<file path="src/rtl/ca_pkg.sv">
// ---------------------------------------------------------------------------
// ca_pkg
// Shared definitions for the cellular-automaton pattern generator:
//   - ca_state_e : controller states (IDLE, EMIT, STEP, DONE)
//   - caBytes()  : number of output bytes in a cell row of a given width
// ---------------------------------------------------------------------------
package ca_pkg;

    typedef enum logic [1:0] {
        IDLE = 2'd0,
        EMIT = 2'd1,
        STEP = 2'd2,
        DONE = 2'd3
    } ca_state_e;

    // Row width is always a whole number of bytes, so this divides exactly.
    function automatic int caBytes(input int width);
        return width / 8;
    endfunction

endpackage

</file>
<file path="src/rtl/ca_next_row.sv">
// ---------------------------------------------------------------------------
// ca_next_row
// Purely combinational one-generation step of an elementary (Wolfram) cellular
// automaton.
// Ports:
//   row  [WIDTH-1:0] : current generation
//   rule [7:0]       : Wolfram rule number (bit n gives the new cell for
//                      neighbourhood {L,C,R} == n)
//   wrap             : 1 = toroidal boundary, 0 = boundary cells read as 0
//   next [WIDTH-1:0] : following generation
// ---------------------------------------------------------------------------
module ca_next_row #(
    parameter int WIDTH = 16
) (
    input  logic [WIDTH-1:0] row,
    input  logic [7:0]       rule,
    input  logic             wrap,
    output logic [WIDTH-1:0] next
);

    // Row padded by one boundary cell on each side, so ext[i+2:i] is the
    // {L,C,R} neighbourhood of cell i. The MSB pad is the left neighbour of
    // the top cell; it wraps around to cell 0 (and vice versa at the bottom).
    logic [WIDTH+1:0] ext;

    assign ext = {wrap & row[0], row, wrap & row[WIDTH-1]};

    always_comb begin
        next = '0;
        for (int i = 0; i < WIDTH; i++) begin
            next[i] = rule[ext[i +: 3]];
        end
    end

endmodule

</file>
<file path="src/rtl/ca_pattern_gen.sv">
// ---------------------------------------------------------------------------
// ca_pattern_gen
// Generates successive rows of an elementary cellular automaton and streams
// each row out byte-serially (least-significant byte first) over a
// valid/ready interface.
// Ports:
//   clk, rst        : clock, asynchronous active-high reset
//   start, stop     : begin a run (IDLE only) / abort the current run
//   rule, wrap      : Wolfram rule and boundary mode, latched at start
//   seed_sel,seed_in: row-0 source (1 = seed_in, 0 = single centre cell)
//   n_rows          : rows to emit including row 0 (0 = until stop)
//   out_data/valid/ready/last : byte stream of the current row
//   busy, done      : run in progress / one-cycle completion pulse
//   gen_count       : index of the row being emitted
// ---------------------------------------------------------------------------
module ca_pattern_gen
    import ca_pkg::*;
#(
    parameter int WIDTH = 16
) (
    input  logic             clk,
    input  logic             rst,
    input  logic             start,
    input  logic             stop,
    input  logic [7:0]       rule,
    input  logic             wrap,
    input  logic             seed_sel,
    input  logic [WIDTH-1:0] seed_in,
    input  logic [15:0]      n_rows,
    output logic [7:0]       out_data,
    output logic             out_valid,
    input  logic             out_ready,
    output logic             out_last,
    output logic             busy,
    output logic             done,
    output logic [15:0]      gen_count
);

    localparam int BYTES = caBytes(WIDTH);
    localparam int IDX_W = (BYTES > 1) ? $clog2(BYTES) : 1;
    localparam logic [IDX_W-1:0] LAST_IDX = IDX_W'(BYTES - 1);
    localparam logic [WIDTH-1:0] CENTER_SEED = {{(WIDTH-1){1'b0}}, 1'b1} << (WIDTH / 2);

    ca_state_e        state_q, state_d;
    logic [WIDTH-1:0] row_q, row_d;
    logic [7:0]       rule_q, rule_d;
    logic             wrap_q, wrap_d;
    logic [15:0]      nRows_q, nRows_d;
    logic [15:0]      gen_q, gen_d;
    logic [IDX_W-1:0] byteIdx_q, byteIdx_d;

    logic [WIDTH-1:0]           nextRow;
    logic [BYTES-1:0][7:0]      rowBytes;

    ca_next_row #(
        .WIDTH (WIDTH)
    ) u_next_row (
        .row  (row_q),
        .rule (rule_q),
        .wrap (wrap_q),
        .next (nextRow)
    );

    assign rowBytes = row_q;

    // State register; reset clears everything so all outputs read as zero
    // as soon as rst rises.
    always_ff @(posedge clk or posedge rst) begin
        if (rst) begin
            state_q   <= IDLE;
            row_q     <= '0;
            rule_q    <= '0;
            wrap_q    <= 1'b0;
            nRows_q   <= '0;
            gen_q     <= '0;
            byteIdx_q <= '0;
        end else begin
            state_q   <= state_d;
            row_q     <= row_d;
            rule_q    <= rule_d;
            wrap_q    <= wrap_d;
            nRows_q   <= nRows_d;
            gen_q     <= gen_d;
            byteIdx_q <= byteIdx_d;
        end
    end

    // Next-state logic. stop is checked before byte acceptance so an abort
    // never lets one more byte count as consumed. gen_count is a plain
    // 16-bit counter, so free-running runs wrap naturally.
    always_comb begin
        state_d   = state_q;
        row_d     = row_q;
        rule_d    = rule_q;
        wrap_d    = wrap_q;
        nRows_d   = nRows_q;
        gen_d     = gen_q;
        byteIdx_d = byteIdx_q;

        case (state_q)
            IDLE: begin
                if (start && !stop) begin
                    row_d     = seed_sel ? seed_in : CENTER_SEED;
                    rule_d    = rule;
                    wrap_d    = wrap;
                    nRows_d   = n_rows;
                    gen_d     = '0;
                    byteIdx_d = '0;
                    state_d   = EMIT;
                end
            end
            EMIT: begin
                if (stop) begin
                    state_d = IDLE;
                end else if (out_ready) begin
                    if (byteIdx_q == LAST_IDX) begin
                        byteIdx_d = '0;
                        if ((nRows_q != 16'd0) && ((gen_q + 16'd1) == nRows_q)) begin
                            state_d = DONE;
                        end else begin
                            state_d = STEP;
                        end
                    end else begin
                        byteIdx_d = byteIdx_q + IDX_W'(1);
                    end
                end
            end
            STEP: begin
                if (stop) begin
                    state_d = IDLE;
                end else begin
                    row_d   = nextRow;
                    gen_d   = gen_q + 16'd1;
                    state_d = EMIT;
                end
            end
            DONE: begin
                state_d = IDLE;
            end
            default: begin
                state_d = IDLE;
            end
        endcase
    end

    // Outputs are decoded from registered state only, so they are stable
    // throughout a stalled byte.
    always_comb begin
        out_valid = (state_q == EMIT);
        out_last  = (state_q == EMIT) && (byteIdx_q == LAST_IDX);
        out_data  = (state_q == EMIT) ? rowBytes[byteIdx_q] : 8'h00;
        busy      = (state_q != IDLE);
        done      = (state_q == DONE);
        gen_count = gen_q;
    end

endmodule

</file>
<file path="config.mk">
export PLATFORM = sky130hd
export DESIGN_NAME = ca_pattern_gen
export DESIGN_NICKNAME = d
export VERILOG_FILES = /design/src/rtl/ca_pkg.sv /design/src/rtl/ca_next_row.sv /design/src/rtl/ca_pattern_gen.sv
export SDC_FILE = /design/constraint.sdc
export NUM_CORES = 1
export LEC_CHECK = 0
export CORE_ASPECT_RATIO = 0.9
export CORE_MARGIN = 4
export CORE_UTILIZATION = 40
export CTS_BUF_LIST = sky130_fd_sc_hd__clkbuf_16
export DETAILED_ROUTE_END_ITERATION = 8
export PLACE_DENSITY = 0.6
export SETUP_SLACK_MARGIN = 0.15
export SLEW_MARGIN = 20
export SYNTH_ARGS = -nofsm -noshare
export SYNTH_HDL_FRONTEND = slang
export SYNTH_SLANG_ARGS = --single-unit
</file>
<file path="constraint.sdc">
create_clock -name clk -period 2.75 [get_ports clk]
set_input_delay 0.55 -clock clk [delete_from_list [all_inputs] [get_ports clk]]
set_output_delay 0.55 -clock clk [all_outputs]
set_load 0.02 [all_outputs]
</file>
==> summary.md <==
| Metric | Value |
|---|---|
| Via count | 3574 |
| CP arrival | 1900 ps |
| Remaining antenna violation count | 0 |
| Category of the most critical setup path | reg2out |
| Instance count of the mapped netlist | 421 |
| Core outline area | 0.0103 mm² |
| Measured slew at the worst slew-check pin | 890 ps |
| Detailed-route DRC error count | 0 |
| Via count of the first global-routing pass | 3623 |
| Share of the clock period used by the worst path | 0.890 |
| Antenna violations before repair | 0 |
| Post-route insts no fill | 600 |
| Share of final-layout standard cells stronger than drive strength 1 | 0.191 |
| Port bufs | 74 |
| Net count of the mapped netlist | 469 |
| Post-layout total power | 3.62 mW |
| Register area share after synthesis | 0.353 |
| Cell type with the largest total area after synthesis | sky130_fd_sc_hd__dfrtp_1 |
| Via density per instance | 5.96 |
| Average cell area after synthesis | 10.1 µm² |
| Number of detailed-routing iterations run before antenna repair | 4 |
| Wire length per cell | 19.5 µm |
| Combinational family with the most area after synthesis | multiplexers |
| Final-report max-slew violation count | 0 |
| Number of I/O pins | 75 |
| Share of synthesized cell area in and, or, nand and nor gates | 0.144 |
| Fraction of the mapped netlist area in compound gates | 0.115 |
| Pin count of the biggest net entering global routing | 39 |
| Synthesis Warnings | 0 |
| Clk pin slew, worst setup/hold paths | 50 ps |
| Outcome | finished clean |
| Chip Width | 117 µm |
| Sequential standard cell area | 0.00150 mm² |
| Final weighted congestion in routability-driven placement | 0.874 |
| Synthesized-area fraction occupied by adder cells | 0.00294 |
| Max_cap viols | 0 |
| Overflow left after global routing | 0 |
| Static leakage power | 2.06 nW |
| Placed Instances | 584 |
| Area taken by multi-input logic gates | 0.00254 mm² |
| CP Launch Type | register |
| Minimum period implied by the final worst setup slack | 2450 ps |
| Clock tree from TritonCTS | built |
| Max incr delay on CP | 630 ps |
| Final hold viol count | 0 |
| Site Rows | 35 |
| Distinct cell type count of the synthesized netlist | 42 |
| Number of antenna cells inserted | 0 |
| Vert. Die Dim | 106 µm |
| Cell-by-cell trace of the critical path | nand2b_1 -> nor2_1 -> clkdlybuf4s50_1 |
| Skew final | 4.05 ps |
| CP Max Fanout | 10 |
| Total track usage | 0.200 |
| Total clock buffers created by CTS | 9 |
| Number of design-rule violations left by the first detailed-router iteration | 266 |
| Largest voltage drop on the vdd net | 0.448 mV |
| Type of the most critical hold path | reg2reg |
| Final net count | 514 |
| Critical Path Slowest Stage Cell | sky130_fd_sc_hd__clkdlybuf4s50_1 |
| Power density over cell area | 677 mW/mm² |
| Data required time of the worst path | 2200 ps |
| Kind of end point of the critical path | output pin |
| Area enclosed by the die boundary | 0.0123 mm² |
| Starting density of the core | 0.413 |
| CTS H-tree lvls | 3 |
| Slew HR | 0.405 |
| Highest attainable clock frequency | 0.409 GHz |
| Clock tree root buffer cell | sky130_fd_sc_hd__clkbuf_16 |
| Global-route wire length before repair | 19400 µm |
| Post-CTS repair timing setup buffer count | 0 |
| Cells taking the most area after synthesis | sky130_fd_sc_hd__dfrtp_1 35%, sky130_fd_sc_hd__mux4_2 17%, sky130_fd_sc_hd__mux2_2 6.9%, sky130_fd_sc_hd__mux2i_1 5.4%, sky130_fd_sc_hd__nor2_1 4.9% |
| Share of synthesized area spent on multiplexers | 0.293 |
| Setup TNS | 0 ps |
| Layout Area Growth over Synthesis | 25.7% |
| Clock network latency to the later pin of the worst-skew pair | 330 ps |
| Synth Area in XOR/XNOR | 0.0433 |
| Sinks on Clock Net | 60 |
| HPWL after detailed placement | 8060 µm |
| Total setup violations reported at the end of the flow | 0 |
| Setup repair after global routing missed its margin | false |
| Netlist Area Pre-Place | 0.00425 mm² |
| Total Wirelength | 11700 µm |
| Maximum number of buffers from clock root to sink | 2 |
| Flip-flop and latch count after synthesis | 60 |
| Top-area cell type share of the netlist area | 0.353 |
| Number of fillers in the final layout | 916 |
==> synthesized netlist by cell type, drive strengths merged <==
cell type  number
or4b            1
nand3b          1
clkbuf         36
a41oi           1
and3            3
and2            2
nor4            8
or2             4
o22ai           1
nand4           4
dfrtp          60
ha              1
o21ai          25
and4            2
nor2           55
or4             2
mux4           32
a21oi          23
o211ai          2
buf            11
inv             4
a31oi          18
a41o            2
o2111ai         1
nand3          11
nor3b           3
nor3            5
mux2           26
mux2i          23
xnor2          15
a22o            2
a21o            2
nand2b          2
nand2          21
xor2            6
o31ai           6
==> stage by stage <==
step	hold slack, ps	cell area [µm²]	worst slack, ps	utilization
floorplan	499	4250	500	-
global placement	545	5030	394	0.488
detailed placement	553	5030	302	0.488
CTS	565	5340	218	0.519
global route	588	5340	161	0.519
finish	563	5340	303	0.519
==> registers in the layout, summed over array words and instances, names as in the netlist <==
name and flops:
wrap_q 1, state_q 2, byteIdx_q 1, rowBytes 16, nRows_q 16, rule_q 8, gen_count 16
==> cell type report <==
class | count | share of cell area
timing repair buffer | 81 | 0.151
sequential | 60 | 0.281
clock inverter | 7 | 0.0171
multi-input combinational | 310 | 0.476
clock buffer | 9 | 0.0421
tap | 129 | 0.0302
inverter | 4 | 0.00281
==> cells by family (layout without fill, tap and decap cells) <==
family                   after synthesis  after routing
buffers and inverters                 51            101
flip-flops                            60             60
adder cells (fa/ha/maj)                1              1
multiplexers                          81             81
AO/OA/AOI/OAI                         83             83
XOR/XNOR                              21             21
AND/OR/NAND/NOR                      124            124
==> repair_timing <==
action / in CTS / in global routing
gates resized for setup: 0 / 1
endpoints found under the hold margin: 0 / 0
hold buffers: 0 / 0
endpoints found under the setup margin: 0 / 3
==> cell usage in the layout, fill, tap and decap left out, drive strengths merged, types with 3 or more instances in the layout <==
cell           count
nor4               8
clkbuf             9
nand2             21
buf                7
nor3b              3
nor2              55
o21ai             25
or2                4
inv                4
clkdlybuf4s50     74
xnor2             15
a21oi             23
nand3             11
nand4              4
xor2               6
nor3               5
mux2              26
a31oi             18
mux4              32
mux2i             23
clkinv             4
o31ai              6
dfrtp             60
and3               3
==> worst paths after layout <==
path                                                from                     end  slack, ps  depth (start not counted)
worst min-delay path              nRows_q[1]$_DFFE_PP0P_  nRows_q[1]$_DFFE_PP0P_        560                          1
max in group asynchronous                            rst   byteIdx_q$_DFFE_PP0P_       1560                          3
worst max-delay path              state_q[1]$_DFFE_PP0P_             out_data[3]        300                          3
min in group asynchronous                            rst  nRows_q[9]$_DFFE_PP0P_        580                          2
worst max register to register  gen_count[0]$_DFFE_PP0P_  state_q[0]$_DFFE_PP0P_        360                          7
worst min register to register    nRows_q[1]$_DFFE_PP0P_  nRows_q[1]$_DFFE_PP0P_        560                          1
==> critical path, delay by kind of cell (launching register included) <==
kind	cells	cell delay [ps]
AND/OR/NAND/NOR	2	510
buffers and inverters	1	630
flip-flops	1	420
==> power by group <==
part	switching, mW	internal (mW)
Sequential	0.368	1.02
Clock	0.439	0.789
Combinational	0.331	0.674
==> per-layer routing <==
metal | part of all wire | track usage | routed length (µm) | up-vias
li1 | - | - | - | 1652
met3 | 0.070 | 0.0448 | 816 | 10
met2 | 0.48 | 0.305 | 5570 | 127
met1 | 0.44 | 0.286 | 5180 | 1785
met4 | 0.010 | 0.0516 | 119 | 0
met5 | 0 | 0 | 0 | -
(Power assumes the default switching activity.)
